$ cat src/rtl/ext_int_pkg.sv
// Shared definitions for the external-interrupt controller: FSM encodings,
// source index constants and default sizing.
package ext_int_pkg;

    localparam int DEFAULT_NUM_SRC = 4;
    localparam int DEFAULT_VEC_W   = 2;

    // Source indices; a lower index means a higher priority.
    localparam int INT0 = 0;
    localparam int INT1 = 1;

    typedef enum logic [1:0] {
        ST_IDLE    = 2'd0,
        ST_REQ     = 2'd1,
        ST_SERVICE = 2'd2
    } state_t;

endpackage

$ cat src/rtl/int_toggle_detect.sv
// Converts toggle-style flags into one-cycle event strobes: each level change
// on a source, relative to the value seen at the previous edge, is one event.
module int_toggle_detect #(
    parameter int NUM_SRC = 4
) (
    input  logic               clk,
    input  logic               reset,
    input  logic [NUM_SRC-1:0] i_toggle,
    output logic [NUM_SRC-1:0] o_evt
);

    logic [NUM_SRC-1:0] r_hist;

    // Remember the toggle levels sampled at the last edge.
    always_ff @(posedge clk or posedge reset) begin
        if (reset) begin
            r_hist <= '0;
        end else begin
            r_hist <= i_toggle;
        end
    end

    assign o_evt = i_toggle ^ r_hist;

endmodule

$ cat src/rtl/ext_int_controller.sv
// External interrupt controller: sticky pending flags, per-source and global
// masking, fixed lowest-index-first priority, and a req/ack/done handshake to
// the CPU trap unit.
//
// Handshake: irq_req rises with irq_vec already valid and holds irq_vec
// stable until either irq_ack is seen high on an edge (request consumed, the
// source's pending bit clears, in_service rises) or the request is withdrawn
// because its source is no longer active or gie dropped. irq_ack outside a
// request and irq_done outside service are ignored.
module ext_int_controller
    import ext_int_pkg::*;
#(
    parameter int NUM_SRC = DEFAULT_NUM_SRC,
    parameter int VEC_W   = DEFAULT_VEC_W
) (
    input  logic               clk,
    input  logic               reset,
    input  logic [NUM_SRC-1:0] src_toggle,
    input  logic [NUM_SRC-1:0] src_en,
    input  logic               gie,
    input  logic [NUM_SRC-1:0] flag_clr,
    input  logic               irq_ack,
    input  logic               irq_done,
    output logic [NUM_SRC-1:0] pending,
    output logic               irq_req,
    output logic [VEC_W-1:0]   irq_vec,
    output logic               in_service,
    output logic [1:0]         dbg_state
);

    logic [NUM_SRC-1:0] w_evt;
    logic [NUM_SRC-1:0] w_active;
    logic [NUM_SRC-1:0] w_vec_mask;
    logic [NUM_SRC-1:0] w_ack_clr;
    logic               w_any;
    logic               w_vec_live;
    logic [VEC_W-1:0]   w_sel;

    logic [NUM_SRC-1:0] r_pending;
    state_t             r_state;
    logic               r_req;
    logic [VEC_W-1:0]   r_vec;
    logic               r_in_service;

    int_toggle_detect #(
        .NUM_SRC (NUM_SRC)
    ) u_detect (
        .clk      (clk),
        .reset    (reset),
        .i_toggle (src_toggle),
        .o_evt    (w_evt)
    );

    assign w_active   = r_pending & src_en;
    assign w_any      = |w_active;
    assign w_vec_mask = NUM_SRC'(1) << r_vec;
    assign w_vec_live = |(w_active & w_vec_mask);
    assign w_ack_clr  = ((r_state == ST_REQ) && irq_ack) ? w_vec_mask : '0;

    // Priority encoder: lowest active index wins, scanning down to INT0.
    always_comb begin
        w_sel = '0;
        for (int i = NUM_SRC - 1; i >= INT0; i--) begin
            if (w_active[i]) begin
                w_sel = VEC_W'(i);
            end
        end
    end

    // Sticky pending flags; a new event on a bit overrides any clear of it.
    always_ff @(posedge clk or posedge reset) begin
        if (reset) begin
            r_pending <= '0;
        end else begin
            r_pending <= w_evt | (r_pending & ~(flag_clr | w_ack_clr));
        end
    end

    // Request FSM with registered req/vec/in_service outputs.
    always_ff @(posedge clk or posedge reset) begin
        if (reset) begin
            r_state      <= ST_IDLE;
            r_req        <= 1'b0;
            r_vec        <= '0;
            r_in_service <= 1'b0;
        end else begin
            case (r_state)
                ST_IDLE: begin
                    if (gie && w_any) begin
                        r_vec   <= w_sel;
                        r_req   <= 1'b1;
                        r_state <= ST_REQ;
                    end
                end
                ST_REQ: begin
                    // Ack takes priority: no preemption by newer sources.
                    if (irq_ack) begin
                        r_req        <= 1'b0;
                        r_in_service <= 1'b1;
                        r_state      <= ST_SERVICE;
                    end else if (!w_vec_live || !gie) begin
                        r_req   <= 1'b0;
                        r_state <= ST_IDLE;
                    end
                end
                ST_SERVICE: begin
                    if (irq_done) begin
                        r_in_service <= 1'b0;
                        r_state      <= ST_IDLE;
                    end
                end
                default: begin
                    r_req        <= 1'b0;
                    r_in_service <= 1'b0;
                    r_state      <= ST_IDLE;
                end
            endcase
        end
    end

    assign pending    = r_pending;
    assign irq_req    = r_req;
    assign irq_vec    = r_vec;
    assign in_service = r_in_service;
    assign dbg_state  = r_state;

endmodule

$ cat config.mk
export PLATFORM = sky130hd
export DESIGN_NAME = ext_int_controller
export DESIGN_NICKNAME = d
export VERILOG_FILES = /design/src/rtl/ext_int_pkg.sv /design/src/rtl/int_toggle_detect.sv /design/src/rtl/ext_int_controller.sv
export SDC_FILE = /design/constraint.sdc
export NUM_CORES = 1
export LEC_CHECK = 0
export ABC_AREA = 1
export BUFFER_PORTS_ARGS = -buffer_cell sky130_fd_sc_hd__buf_2
export CORE_UTILIZATION = 53
export CTS_BUF_LIST = sky130_fd_sc_hd__clkbuf_2
export DETAILED_ROUTE_END_ITERATION = 10
export PLACE_DENSITY_LB_ADDON = 0.3
export SLEW_MARGIN = 20
export SYNTH_ARGS = -nofsm -noshare
export SYNTH_HDL_FRONTEND = slang
export SYNTH_HIERARCHICAL = 1
export SYNTH_SLANG_ARGS = --single-unit
$ cat constraint.sdc
create_clock -name clk -period 2.8 [get_ports clk]
set_input_delay 0.56 -clock clk [delete_from_list [all_inputs] [get_ports clk]]
set_output_delay 0.56 -clock clk [all_outputs]
set_load 0.05 [all_outputs]
== Yosys cells after proc, flatten, opt, wreduce, memory -nomap -nowiden ==
Cells that the tools add are included.

* Register bits: 14
* Word-level logic and storage cells: 51

* Bitwise operators: 9
* Shift operators: 1
* Multiplexer cells: 17
* Eq/ne operators: 6
* Reduce and logical (&&, ||, !) cells: 12

{| class="wikitable"
|+ Operators with widths
! kind !! number
|-
| $mux 2 || 8
|-
| $and 4x4->4 || 3
|-
| $reduce_and 3->1 || 3
|-
| $or 4x4->4 || 2
|-
| $reduce_or 4->1 || 2
|-
| $ne 2x2->1 const B || 3
|-
| $pmux 1 s3 || 2
|-
| $pmux 2 s3 || 1
|-
| $mux 1 || 5
|-
| $mux 4 || 1
|-
| $not 4->4 || 1
|-
| $shl 1x2->4 const A || 1
|-
| $xor 4x4->4 || 1
|-
| $ne 3x2->1 const B || 1
|-
| $eq 2x1->1 const B || 1
|-
| $eq 2x2->1 const B || 1
|-
| $logic_and 1x1->1 || 2
|-
| $logic_not 1->1 || 2
|-
| $logic_not 2->1 || 1
|-
| $not 1->1 || 2
|-
| $reduce_and 2->1 || 1
|-
| $logic_or 1x1->1 || 1
|}

== Depth between registers and ports, before layout ==
Gate-level depths: netlist of run 1.

* Word-level depth: 8
* Gate-level depth with buffers: 9
* Gate-level depth less buffers: 9

== Hierarchy ==
The synthesis of run 1 kept the hierarchy.

{| class="wikitable"
|+ By module, submodules not included
! module !! instances !! cells an instance !! sequential area each (sq um) !! area each (sq um)
|-
| ext_int_controller || 1 || 69 || 250.2 || 519.2
|-
| int_toggle_detect || 1 || 25 || 100.1 || 178.9
|}

== Least setup slack after synthesis of run 1 ==
OpenSTA, ideal clock, no wires.

* Path type: register -> register
* From: register r_vec[1] (netlist: irq_vec[1])
* To: register r_req (netlist: irq_req)
* Buffers on the path: 0
* Stages on the path, launching flop included: 10
* Library setup time: 0.125 ns
* Path slack: 1.419 ns
* Arrival: 1.256 ns
* Data required time: 2.675 ns
* Clock period less this slack: 1.381 ns
* Cells stage by stage: dfrtp_1 > inv_1 > nand2_1 > nor2_1 > nor2_1 > nand2_1 > nand2_1 > nand3_1 > nand2_1 > nand2_1

* Cells in the longest elaborated chain, start to end: 7

{| class="wikitable"
|+ RTL lines
! item !! line !! text
|-
| start: declaration || ext_int_controller.sv:42 || <nowiki>logic [VEC_W-1:0] r_vec;</nowiki>
|-
| start signal: assignment || ext_int_controller.sv:90 || <nowiki>r_vec <= w_sel;</nowiki>
|-
| $shl 1x2->4 || ext_int_controller.sv:56 || <nowiki>assign w_vec_mask = NUM_SRC'(1) << r_vec;</nowiki>
|-
| $and 4x4->4 || ext_int_controller.sv:57 || <nowiki>assign w_vec_live = |(w_active & w_vec_mask);</nowiki>
|-
| $reduce_or 4->1 || ext_int_controller.sv:57 ||
|-
| $logic_not 1->1 || ext_int_controller.sv:101 || <nowiki>end else if (!w_vec_live || !gie) begin</nowiki>
|-
| $logic_or 1x1->1 || ext_int_controller.sv:101 ||
|-
| $ne 3x2->1 (no line) || n/a ||
|-
| $reduce_and 3->1 (no line) || n/a ||
|-
| end signal: assignment || ext_int_controller.sv:98 || <nowiki>r_req <= 1'b0;</nowiki>
|-
| end signal: assignment || ext_int_controller.sv:102 || <nowiki>r_req <= 1'b0;</nowiki>
|-
| end signal: assignment || ext_int_controller.sv:113 || <nowiki>r_req <= 1'b0;</nowiki>
|-
| end: declaration || ext_int_controller.sv:41 || <nowiki>logic r_req;</nowiki>
|}

No other way between the ends.
A chain may end at the register's enable or synchronous reset.

== Worst setup path after layout of run 1 ==
* From: register r_state[1] (netlist: dbg_state[1])
* To: output dbg_state[1]

{| class="wikitable"
|+ RTL lines
! item !! line !! text
|-
| start: declaration || ext_int_controller.sv:40 || <nowiki>state_t r_state;</nowiki>
|-
| start signal: assignment || ext_int_controller.sv:82 || <nowiki>r_state <= ST_IDLE;</nowiki>
|-
| start signal: assignment || ext_int_controller.sv:92 || <nowiki>r_state <= ST_REQ;</nowiki>
|-
| start signal: assignment || ext_int_controller.sv:100 || <nowiki>r_state <= ST_SERVICE;</nowiki>
|-
| end: declaration || ext_int_controller.sv:28 || <nowiki>output logic [1:0] dbg_state</nowiki>
|}

No word-level cell between the ends.

==> out/results.env, run 1 <==
RUN_STATUS='finished clean'
DRT_DRC_VIOLATIONS_LEFT=0
INITIAL_UTILIZATION_PCT=59.6
CTS_INSERTED_BUFFERS=3
WORST_SLEW_MARGIN_RELATIVE_TO_ITS_LIMIT_PCT=74.5
CRIT_PATH_END_KIND='output pin'
SYNTHTOPCELLSBYCOUNT='sky130_fd_sc_hd__nand2_1, sky130_fd_sc_hd__nor2_1, sky130_fd_sc_hd__dfrtp_1, sky130_fd_sc_hd__inv_1, sky130_fd_sc_hd__a21o_1'
TIMING.CRITICAL_PATH.FANOUT_MAX=5
COUNT_OF_NON_FILLER_CELLS_IN_THE_FINISHED_LAYOUT=137
RSZ0062_AT_GRT='false'
CRITICAL_PATH_BUF_INV_COUNT=1
GLOBALPLACE.CONGESTION=0.829
DETAILED_PLACE_HPWL_UM=1220
ROUTED_WL_UM=1510
YOSYSWARNINGS=6
CTS_H_TREE_DEPTH=1
PLACED_CELLS_INCL_TAPS=134
FINAL.PERIOD_UTILIZATION_PCT=55.7
TIGHTEST_SLEW_NS=0.382
CLOCK_SINK_COUNT=14
FIN_SKEW_NS=0.00365
ANTENNA_LEFT=0
POWER-PER-CELL-AREA_nW_PER_UM2=798
CP_NUM_CELLS=1
PIN_COUNT=27
PATH_CLK_SLEW_NS=0.13
IO_BUFFER_COUNT=26
ROUTE.DETAILED.WL_PER_INST_UM=11.0
SYNTH_SEQ_CELLS=14
SYNTH_FP_NETS=111
CRITPATHTOPFAMILY='flip-flops'
FIRST_GLOBAL_VIAS=643
MAX_CAP_VIOLATIONS=0
P_LEAK_nW=0.528
AVGSYNTHCELLAREA_UM2=7.43
VIAS=679
MAX-VDD-IR-DROP_mV=0.403
CLK_BUF_DEPTH=2
INTERNAL-POWER_W=0.000350
DRIVE_GT1_SHARE_PCT=26.0
COMBPWRFRAC_PCT=46.0
NUM-FILL-CELLS=96
FIRST_ITER_VIOLATIONS=28
ROUTE.DETAILED.VIAS_PER_INST=4.96
POWER_SWITCHING_SHARE_PCT=49.0
PATH_CELLS='buf_2'
START_KIND='flip-flop'
POST_CTS_SETUP_BUFFERS=0
CHIPHEIGHT_UM=38.3
SYNTH.LIB_CELLS_USED.DISTINCT=15
ANTENNA_CELLS=0
PROPORTION_OF_SYNTHESIZED_CHIP_AREA_IN_SEQUENTIAL_CELLS_PCT=50.2
CLOCK_TREE_FROM_TRITONCTS='built'
FMAX_GHz=0.641
WORSTREGTOREGCELLS=6
NUMBER_OF_ANTENNA_VIOLATIONS_AT_THE_FIRST_CHECK_IN_GLOBAL_ROUTING=0
SYN2LAYOUT_AREA_GROWTH_PCT=23.3
CTS.ROOT.BUFFER_CELL='sky130_fd_sc_hd__clkbuf_2'
SETUP_TOTAL_NEGATIVE_SLACK_NS=0
SLEW_VIOL_FINAL=0
SYNTH_TOP_AREA_SHARE_PCT=50.2
ROW_COUNT=12
SYNTHESIS.INSTANCES=94
SYNTH_AREA_LEADER_CELL='sky130_fd_sc_hd__dfrtp_1'
GLOBALROUTETOTALUTIL_PCT=27.0
POST_CTS_RESIZE_COUNT=0
DIE_AREA_UM2=1470
HOLD_SLACK_NS=0.139
GRT_PASS1_WL_UM=2580
DETAILEDROUTE.FIRSTPASSITERATIONCOUNT=4
YS_ASYNC_SR_FRACTION_PCT=100
CLOCK_LATENCY_ON_THE_WORST_SKEW_PAIR_NS=0.28
WORST_PATH_MAX_STAGE_DELAY_NS=0.43
POSTCTSHOLDBUFS=0
CLKPWRFRAC_PCT=13.7
REQUIRED_NS=2.24
TIMING.SETUP.CRITICAL_PATH_CLASS='reg2out'
SLOWEST_CP_CELL='sky130_fd_sc_hd__dfrtp_1'
DIE_X_UM=38.3
NETLIST_TOP_CELLS_AREA='sky130_fd_sc_hd__dfrtp_1, sky130_fd_sc_hd__nand2_1, sky130_fd_sc_hd__nor2_1'
SYNTH_FF_TYPE='sky130_fd_sc_hd__dfrtp_1'
POWER.SWITCHING_W=0.000337
SYNTH-EDFF-COUNT=0
TIMING.FINAL.CRIT_PERIOD_NS=1.56
HOLD_VIOLATIONS=0
FINISH.NET_COUNT=142
POWER_W=0.000687
NETLIST_AREA_UM2=698
GRT_MAX_DEGREE=11
WORST_EP_ARRIVAL_TIME_NS=1.00
CORE_AREA_UM2=1170
YOSYS.CELL_COUNT.TOP_TYPE='sky130_fd_sc_hd__nand2_1'
SETUP-VIOLATIONS-FINAL=0
HOLD_CLASS='in2async'
GLOBALROUTE.TOTALOVERFLOW=0
SEQPWRFRAC_PCT=40.3
-- power by group through the flow --
stage / Clock (W) / Sequential (W) / Combinational (W)
3_3_place_gp: 0 / 0.000277 / 0.000309
6_report: 0.0000944 / 0.000277 / 0.000316
2_1_floorplan: 0 / 0.000408 / 0.000105
4_1_cts: 0.0000947 / 0.000277 / 0.000317
5_1_grt: 0.000109 / 0.000281 / 0.000342
3_5_place_dp: 0 / 0.000281 / 0.000315
-- worst register-to-register path, delay by kind of cell (launching register included) --
| kind | cells | cell delay (ns) |
|---|---|---|
| and+or+nand+nor | 4 | 0.43 |
| DFF | 1 | 0.41 |
| AOI/OAI and AO/OA | 1 | 0.15 |
| buffers and inverters | 1 | 0.09 |
-- layer usage --
layer | up-vias | part of all wire, % | wire length, um | track usage (%)
met5 | - | 0 | 0 | 0
met4 | 0 | 2.2 | 33 | 13.4
met3 | 4 | 7.0 | 105 | 6.98
met2 | 31 | 47 | 712 | 43.2
met1 | 296 | 43 | 653 | 33.5
li1 | 348 | - | - | -
-- metrics by stage --
step / worst slack (ns) / utilization, % / area (um2)
floorplan: 1.42 / - / 698
global placement: 1.48 / 72.2 / 846
detailed placement: 1.43 / 72.2 / 846
CTS: 1.23 / 73.5 / 861
global route: 1.17 / 73.5 / 861
finish: 1.24 / 73.5 / 861
-- cell type report --
cell class,count,area [um2],share of cell area (%)
timing repair buffer,26,130,15.1
tap,14,17.5,2.03
clock buffer,3,15.0,1.74
multi-input combinational,66,295,34.3
sequential,14,350,40.7
inverter,14,52.6,6.10
-- cells in the final DEF, fill, tap and decap left out --
cell	instances
sky130_fd_sc_hd__a21o_1	4
sky130_fd_sc_hd__a21oi_1	1
sky130_fd_sc_hd__and2_1	1
sky130_fd_sc_hd__and3_1	1
sky130_fd_sc_hd__buf_2	26
sky130_fd_sc_hd__clkbuf_2	3
sky130_fd_sc_hd__dfrtp_1	14
sky130_fd_sc_hd__inv_1	14
sky130_fd_sc_hd__nand2_1	33
sky130_fd_sc_hd__nand3_1	2
sky130_fd_sc_hd__nor2_1	16
sky130_fd_sc_hd__nor2_2	1
sky130_fd_sc_hd__nor3_1	1
sky130_fd_sc_hd__nor3_2	1
sky130_fd_sc_hd__o211ai_2	1
sky130_fd_sc_hd__o21ai_0	3
sky130_fd_sc_hd__o21ai_1	1
-- registers in the layout, summed over array words and instances, names as in the netlist --
| signal | count |
|---|---|
| pending | 4 |
| u_detect/r_hist | 4 |
| dbg_state | 2 |
| irq_vec | 2 |
| in_service | 1 |
| irq_req | 1 |
-- kinds of logic after synthesis --
logic type      synth area share (%)
flops                           50.2
simple gates                    32.6
buf+inv                         7.53
compound gates                  9.68
-- path summary, 6_finish.rpt --
check / from / end / slack (ns)
worst min register to register: pending[0] / pending[0] / 0.52
worst max-delay path: dbg_state[1] / dbg_state[1] / 1.24
worst max register to register: dbg_state[0] / pending[1] / 1.63
min in group clk: src_toggle[2] / u_detect/r_hist[2] / 0.40
worst min-delay path: reset / u_detect/r_hist[1] / 0.14
max in group asynchronous: reset / irq_req / 2.29
No activity file was read; power rests on OpenSTA's default activity.
==> run 2: changes to the inputs <==
CORE_UTILIZATION = 49   (was 53)
clock period = 1.5 ns   (was 2.8 ns; I/O delays follow)
==> out/results.env, run 2 (synthesis results as in run 1) <==
PATH_CLK_SLEW_NS=0.13
MAX-VDD-IR-DROP_mV=0.784
CRIT_PATH_END_KIND='output pin'
FIRST_GLOBAL_VIAS=583
DIE_X_UM=39.7
FMAX_GHz=0.767
ANTENNA_CELLS=0
SLEW_VIOL_FINAL=0
CLOCK_SINK_COUNT=14
DRIVE_GT1_SHARE_PCT=25.8
HOLD_CLASS='in2reg'
ROW_COUNT=13
ROUTED_WL_UM=1430
GRT_PASS1_WL_UM=2190
START_KIND='flip-flop'
POWER-PER-CELL-AREA_nW_PER_UM2=1450
AREA_OCCUPIED_BY_MULTI_INPUT_GATES_UM2=295
GLOBALROUTE.TOTALOVERFLOW=0
CLOCK_TREE_FROM_TRITONCTS='built'
FINAL.PERIOD_UTILIZATION_PCT=87.0
NUM-FILL-CELLS=126
WORSTREGTOREGCELLS=4
ROUTE.DETAILED.WL_PER_INST_UM=10.3
WORST_SLEW_MARGIN_RELATIVE_TO_ITS_LIMIT_PCT=74.5
TIMING.SETUP.CRITICAL_PATH_CLASS='reg2out'
GRT_MAX_DEGREE=11
POST_CTS_SETUP_BUFFERS=0
IO_BUFFER_COUNT=26
CHIPHEIGHT_UM=39.7
CLK_BUF_DEPTH=2
VIAS=678
GLOBALROUTETOTALUTIL_PCT=20.6
PIN_COUNT=27
POWER_W=0.00127
INITIAL_UTILIZATION_PCT=53.0
SYN2LAYOUT_AREA_GROWTH_PCT=24.9
DRT_DRC_VIOLATIONS_LEFT=0
CTS_INSERTED_BUFFERS=3
FINISH.NET_COUNT=143
CTS.ROOT.BUFFER_CELL='sky130_fd_sc_hd__clkbuf_2'
FINAL_CELL_MIX='sky130_fd_sc_hd__nand2_1, sky130_fd_sc_hd__buf_2, sky130_fd_sc_hd__nor2_1, sky130_fd_sc_hd__inv_1, sky130_fd_sc_hd__dfrtp_1'
REQUIRED_NS=1.20
WORST_PATH_MAX_STAGE_DELAY_NS=0.45
CORE_AREA_UM2=1320
FIN_SKEW_NS=0.00882
HOLD_VIOLATIONS=0
CTS_H_TREE_DEPTH=1
NUMBER_OF_ANTENNA_VIOLATIONS_AT_THE_FIRST_CHECK_IN_GLOBAL_ROUTING=0
DETAILED_PLACE_HPWL_UM=1180
TIMING.FINAL.CRIT_PERIOD_NS=1.30
RUN_STATUS='finished clean'
CRITICAL_PATH_BUF_INV_COUNT=1
GLOBALPLACE.CONGESTION=0.811
PATH_CELLS='buf_2'
SETUP_TOTAL_NEGATIVE_SLACK_NS=0
MIN_DELAY_PATH_DEPTH=1
ANTENNA_LEFT=0
AREA.SEQUENTIAL_UM2=350
CP_NUM_CELLS=1
ROUTE.DETAILED.VIAS_PER_INST=4.88
FIRST_ITER_VIOLATIONS=10
DIE_AREA_UM2=1580
CRITPATHTOPFAMILY='flip-flops'
MAX_CAP_VIOLATIONS=0
SETUP-VIOLATIONS-FINAL=0
PLACE_AREA_UM2=847
P_LEAK_nW=0.532
SLOWEST_CP_CELL='sky130_fd_sc_hd__dfrtp_1'
POST-ROUTE-CELL-AREA_UM2=872
TIGHTEST_SLEW_NS=0.382
MOSTFREQUENTLAYOUTCELL='sky130_fd_sc_hd__nand2_1'
WORST_EP_ARRIVAL_TIME_NS=1.00
RSZ0062_AT_GRT='false'
TIMING.CRITICAL_PATH.FANOUT_MAX=5
DETAILEDROUTE.FIRSTPASSITERATIONCOUNT=3
CLOCK_LATENCY_ON_THE_WORST_SKEW_PAIR_NS=0.27
run 2: cell type report:
class                           instances  area share (%)
Tap cell                               15            2.15
Clock buffer                            3            1.72
Inverter                               14            6.03
Multi-Input combinational cell         66            33.9
Sequential cell                        14            40.2
Timing Repair Buffer                   27            16.1
run 2: worst reg2reg max path, stage by stage (launching register included):
cell and delay (ns):
sky130_fd_sc_hd__dfrtp_1 0.45, sky130_fd_sc_hd__nor2_1 0.26, sky130_fd_sc_hd__o211ai_2 0.21, sky130_fd_sc_hd__nand2_1 0.11, sky130_fd_sc_hd__o21ai_1 0.07
run 2: worst paths after layout:
check	startpoint	slack (ns)	end
min in group asynchronous	reset	0.44	u_detect/r_hist[0]
worst max-delay path	dbg_state[1]	0.20	dbg_state[1]
worst min-delay path	src_toggle[0]	0.15	u_detect/r_hist[0]
worst min register to register	irq_req	0.49	irq_req
worst max register to register	dbg_state[1]	0.30	irq_vec[0]
max in group asynchronous	reset	0.69	pending[2]
run 2: through the flow:
| stage | instances | hold slack (ns) | util (%) | worst slack [ns] |
|---|---|---|---|---|
| after CTS | 139 | 0.138 | 66.2 | 0.193 |
| final | 139 | 0.149 | 66.2 | 0.196 |
| after floorplan | 94 | 0.0661 | - | 0.119 |
| after detailed placement | 135 | 0.206 | 64.3 | 0.342 |
| after global placement | 135 | 0.200 | 64.3 | 0.396 |
| after global routing | 139 | 0.137 | 66.2 | 0.148 |
run 2: power breakdown:
group          internal [W]  total, W  switching [W]  leakage (nW)
Clock             0.0000545  0.000165       0.000110        0.0125
Sequential         0.000451  0.000511      0.0000594         0.167
Combinational      0.000149  0.000590       0.000441         0.353
Total              0.000655   0.00127       0.000610         0.532
run 2: per-layer routing:
layer  wire (um)  GRT usage (%)
met4          19           5.17
met2         666           35.7
met1         679           26.1
met3          60           3.41
met5           0              0
run 2: what timing repair did:
item,4_1_cts,5_1_grt
endpoints found under the hold margin,7,0
resized for setup,0,0
hold buffers,1,0
